`config.mk`:
```
export PLATFORM = sky130hd
export DESIGN_NAME = ex_mem_reg
export DESIGN_NICKNAME = d
export VERILOG_FILES = /design/src/rtl/ex_mem_reg_pkg.sv /design/src/rtl/ex_mem_reg_sat_counter.sv /design/src/rtl/ex_mem_reg.sv
export SDC_FILE = /design/constraint.sdc
export NUM_CORES = 1
export LEC_CHECK = 0
export ABC_AREA = 1
export BUFFER_PORTS_ARGS = -buffer_cell sky130_fd_sc_hd__buf_2
export CAP_MARGIN = 10
export CORE_AREA = 3 3 139 141
export DETAILED_ROUTE_END_ITERATION = 10
export DIE_AREA = 0 0 142 144
export GPL_TIMING_DRIVEN = 0
export HOLD_SLACK_MARGIN = 0.02
export PLACE_DENSITY = 0.83
export SKIP_CTS_REPAIR_TIMING = 1
export SYNTH_ARGS = -nofsm -noshare
export SYNTH_HDL_FRONTEND = slang
export SYNTH_HIERARCHICAL = 1
export SYNTH_SLANG_ARGS = --single-unit
```
`constraint.sdc`:
```
create_clock -name clk -period 2.3 [get_ports clk]
set_input_delay 0.575 -clock clk [delete_from_list [all_inputs] [get_ports clk]]
set_output_delay 0.575 -clock clk [all_outputs]
set_load 0.05 [all_outputs]
```
`src/rtl/ex_mem_reg_pkg.sv`:
```
// Shared constants and types for the EX->MEM pipeline register.
// Also holds the per-edge action the register takes.
package ex_mem_reg_pkg;

    localparam logic        RST_ENABLE    = 1'b1;
    localparam logic [31:0] ZERO_WORD     = 32'h0000_0000;
    localparam logic [4:0]  NOP_REG_ADDR  = 5'b00000;
    localparam logic        WRITE_DISABLE = 1'b0;

    localparam int STALL_EX  = 3;
    localparam int STALL_MEM = 4;

    typedef enum logic [1:0] {
        ACT_ADVANCE = 2'd0,
        ACT_HOLD    = 2'd1,
        ACT_BUBBLE  = 2'd2,
        ACT_FLUSH   = 2'd3
    } ex_mem_act_e;

endpackage

```
`src/rtl/ex_mem_reg_sat_counter.sv`:
```
// Saturating up-counter with synchronous active-high reset.
// Used to count the bubbles sent on to mem.
module ex_mem_reg_sat_counter #(
    parameter int W = 16
) (
    input  logic         clk,
    input  logic         rst,
    input  logic         inc,
    output logic [W-1:0] count
);
    import ex_mem_reg_pkg::*;

    always_ff @(posedge clk) begin
        if (rst == RST_ENABLE) begin
            count <= '0;
        end else if (inc && (count != {W{1'b1}})) begin
            count <= count + W'(1);
        end
    end

endmodule

```
`src/rtl/ex_mem_reg.sv`:
```
// EX->MEM pipeline register: forwards the ex result, inserts bubbles under stall,
// flushes on exception, and returns multi-cycle accumulate state to ex.
module ex_mem_reg
    import ex_mem_reg_pkg::*;
#(
    parameter int STALL_W = 6,
    parameter int CNT_W   = 2,
    parameter int BUB_W   = 16
) (
    input  logic               clk,
    input  logic               rst,
    input  logic [STALL_W-1:0] stall,
    input  logic               flush,
    input  logic [4:0]         ex_wd,
    input  logic               ex_wreg,
    input  logic [31:0]        ex_wdata,
    input  logic               ex_whilo,
    input  logic [31:0]        ex_hi,
    input  logic [31:0]        ex_lo,
    input  logic [63:0]        hilo_i,
    input  logic [CNT_W-1:0]   cnt_i,
    output logic [4:0]         mem_wd,
    output logic               mem_wreg,
    output logic [31:0]        mem_wdata,
    output logic               mem_whilo,
    output logic [31:0]        mem_hi,
    output logic [31:0]        mem_lo,
    output logic [63:0]        hilo_o,
    output logic [CNT_W-1:0]   cnt_o,
    output logic [BUB_W-1:0]   bubble_cnt
);

    ex_mem_act_e act;

    // stall[EX]=0 with stall[MEM]=1 cannot come from ctrl; it falls through to hold.
    always_comb begin
        act = ACT_HOLD;
        if (flush) begin
            act = ACT_FLUSH;
        end else if (stall[STALL_EX] && !stall[STALL_MEM]) begin
            act = ACT_BUBBLE;
        end else if (!stall[STALL_EX] && !stall[STALL_MEM]) begin
            act = ACT_ADVANCE;
        end
    end

    always_ff @(posedge clk) begin
        if (rst == RST_ENABLE) begin
            mem_wd    <= NOP_REG_ADDR;
            mem_wreg  <= WRITE_DISABLE;
            mem_wdata <= ZERO_WORD;
            mem_whilo <= WRITE_DISABLE;
            mem_hi    <= ZERO_WORD;
            mem_lo    <= ZERO_WORD;
            hilo_o    <= {ZERO_WORD, ZERO_WORD};
            cnt_o     <= '0;
        end else begin
            case (act)
                ACT_FLUSH, ACT_BUBBLE: begin
                    mem_wd    <= NOP_REG_ADDR;
                    mem_wreg  <= WRITE_DISABLE;
                    mem_wdata <= ZERO_WORD;
                    mem_whilo <= WRITE_DISABLE;
                    mem_hi    <= ZERO_WORD;
                    mem_lo    <= ZERO_WORD;
                    // A bubble keeps ex's accumulate state alive; a flush drops it.
                    if (act == ACT_BUBBLE) begin
                        hilo_o <= hilo_i;
                        cnt_o  <= cnt_i;
                    end else begin
                        hilo_o <= {ZERO_WORD, ZERO_WORD};
                        cnt_o  <= '0;
                    end
                end
                ACT_ADVANCE: begin
                    mem_wd    <= ex_wd;
                    mem_wreg  <= ex_wreg;
                    mem_wdata <= ex_wdata;
                    mem_whilo <= ex_whilo;
                    mem_hi    <= ex_hi;
                    mem_lo    <= ex_lo;
                    hilo_o    <= {ZERO_WORD, ZERO_WORD};
                    cnt_o     <= '0;
                end
                default: ;
            endcase
        end
    end

    ex_mem_reg_sat_counter #(
        .W (BUB_W)
    ) u_bubble_cnt (
        .clk   (clk),
        .rst   (rst),
        .inc   (act == ACT_BUBBLE),
        .count (bubble_cnt)
    );

endmodule

```
==> results.md <==
- Layout Cells excl Fill: 1542
- GP Congestion: 0.877
- Iteration-0 DRC Markers: 418
- Fin Setup TNS: 0 ps
- Synth area leaders: dfxtp_1, nand3_1, a21oi_1
- Top Ports: 363
- Compound-Gate Fraction of Synth Area: 11.9%
- Synth Area in Adders: 0.169%
- Slew Viols, Final: 0
- Async S/R FF share, synth: 0%
- Max VDD drop: 0.482 mV
- Actual slew at the worst max-slew pin: 618 ps
- Worst r2r src: u_bubble_cnt/count[0]
- Worst clock skew: 6.67 ps
- Largest net degree at the start of global routing: 19
- Leakage: 4.44 nW
- Yosys top cell area share: 50.1%
- First-pass GRT wire length: 39.7 mm
- R2R Setup Slk: 750 ps
- Post-route core utilization: 55.6%
- DRC: 0
- Crit path required time: 2610 ps
- Ys Warns: 6
- Clock Latency Late Sink: 420 ps
- CTS clk-pin slew, worst paths: 80 ps
- CTS root buf: clkbuf_16
- Crit Path Max Fanout: 10
- Initial Util: 40.9%
- Syn Area/Cell: 8.02 sq um
- XOR/XNOR Fraction of Synth Area: 0%
- Final setup violation count: 0
- Worst Reg2Reg Path Length in Cells: 6
- Worst Path Arrival: 2390 ps
- Power per cell area: 699 nW/um^2
- Hold Vio Cnt, Final: 0
- Crit. Startpoint: stall[3]
- Post-synth EDFFs: 0
- Core Area: 18100 sq um
- Post-Synth Simple-Gate Area: 30.2%
- Initial antenna violation count: 2
- Final Critical Period: 2080 ps
- RSZ-0062 raised after global routing: false
- Area Growth Syn to Fin: 35.9%
- Cell variety after synth: 20
- Status: completed
- Max Cap Viol: 0
- CTS buffer count: 17
- PnR worst setup slack: 219 ps
- Die area: 20400 sq um
- CTS tree: built
- H-tree levels: 4
- HP Class: in -> reg
- Max Freq: 481 MHz
- Syn Inst Count: 921
- Top_reg_cell synth: dfxtp_1
- Reg-to-Reg End: u_bubble_cnt/count[15]
- First-pass DRT Iterations: 5
- Clock sinks: 185
- Vias per cell: 5.42
- DP Worst Slack: -513 ps
- Vias in the first global route: 7733
- Slew headroom: 58.8%
- Die X: 142 um
- Post-synth top area cell: dfxtp_1
- Mux cell area share after synthesis: 0%
- Critical path type: in -> reg
- Die span in y: 144 um
- WL/cell: 17.0 um
- Nature of the critical path endpoint: register
- Synth Net Count: 1100
- Largest family of logic cells by synthesized area: simple AND/OR/NAND/NOR gates
- Row count: 49
- Final critical-path share of the clock period: 90.5%
- CTS Buffer Depth: 2
- Antenna viol nets, final: 0
- Sequential fraction of the synthesis area: 50.1%
- Final nets: 1476
- Grt ovf: 0
- Total global-route track usage: 24.2%
- FF+latch count, synth: 185
- Synthesized cell area: 7390 sq um
- CP startpoint kind: primary input
- Layout cell share with drive strength beyond 1: 36.0%
- Final wirelength: 26.1 mm
- DP HPWL: 19.8 mm
- Routed vias: 8359
- Port Buffers: 357
- Post-Place Cells: 1507
- Worst Setup EP: u_bubble_cnt/count[13]
==> where the power goes <==
group / internal [mW] / switching, mW / leakage, nW
logic: 0.269 / 0.618 / 2.67
registers: 3.26 / 0.0330 / 1.50
clock network: 1.44 / 1.40 / 0.274
total: 4.97 / 2.05 / 4.44
==> worst max-delay path: stages <==
cell	delay (ps)
buf_2	140
inv_1	150
buf_2	240
buf_2	230
nor3_4	180
buf_4	200
nand3_1	100
or2_0	210
nor2_1	150
nand3_1	90
nand2_1	80
nor2_1	30
==> final cells by class <==
cell class,count,area [sq um]
clock inverters,14,133
fillers,1726,8040
clock buffers,18,429
diodes,3,7.51
flip-flops and latches,185,3700
well taps,229,287
repair buffers,357,1790
inverters,12,45.0
plain buffers,94,523
multi-input cells,630,3130
==> cells in the final DEF (no fill, tap or decap) <==
cell type,n
buf_6,2
nor2_2,10
inv_8,3
dfxtp_1,185
nand2_2,2
or2_0,1
clkinvlp_4,1
diode_2,3
nor3_4,1
ha_1,1
inv_2,1
clkinv_2,1
nor2_1,35
nand4_1,3
clkbuf_4,1
nor2_4,2
clkbuf_1,29
nand2_1,46
inv_6,4
nor2_8,2
inv_1,11
clkbuf_16,17
a21oi_1,176
buf_4,29
buf_2,391
clkinv_4,4
clkinv_8,1
nor3_1,1
nand3_1,350
==> logic make-up after synthesis <==
family	after synthesis
and+or+nand+nor	453
DFF	185
AOI/OAI and AO/OA	176
buffers and inverters	106
adders and majority gates	1
==> layer usage <==
metal | track usage [%] | routed length, um
met1 | 29.0 | 10100
met2 | 40.4 | 12800
met3 | 6.38 | 2110
met4 | 11.6 | 1060
met5 | 0 | 20
==> how the worst min path moves through the flow <==
stage                             start       endpoint  slack (ps)  depth (start not counted)
after global routing          ex_lo[17]     mem_lo[17]         400                          3
after global placement    mem_wdata[13]  mem_wdata[13]         460                          2
after CTS                    hilo_i[28]     hilo_o[28]         390                          3
after detailed placement     mem_hi[23]     mem_hi[23]         470                          2
after floorplan              hilo_o[28]     hilo_o[28]         710                          2
final                       ex_wdata[3]   mem_wdata[3]         410                          3
==> flip-flops by register name, indices dropped and copies added (netlist names) <==
signal	cells
mem_wd	5
cnt_o	2
mem_wdata	32
mem_whilo	1
hilo_o	64
mem_wreg	1
mem_lo	32
u_bubble_cnt/count	16
mem_hi	32
==> through the flow <==
step | hold slack [ps] | instance area, sq um | total power, mW
4_1_cts | 392 | 10000 | 7.06
2_1_floorplan | 711 | 7390 | 3.90
3_3_place_gp | 464 | 9460 | 4.24
6_report | 407 | 10000 | 7.02
5_1_grt | 395 | 10000 | 7.25
3_5_place_dp | 469 | 9460 | 4.25
==> synth_stat cells, types with 2 or more instances <==
library cell and number:
nor3_1 2, nand4_1 3, nor2_4 2, inv_1 11
buf_6 2, nand2_2 2, clkbuf_1 28, nor2_8 2
a21oi_1 176, nor2_2 10, buf_2 35, nand3_1 350
buf_4 28, nand2_1 46, dfxtp_1 185, nor2_1 35
(Power assumes the default switching activity.)
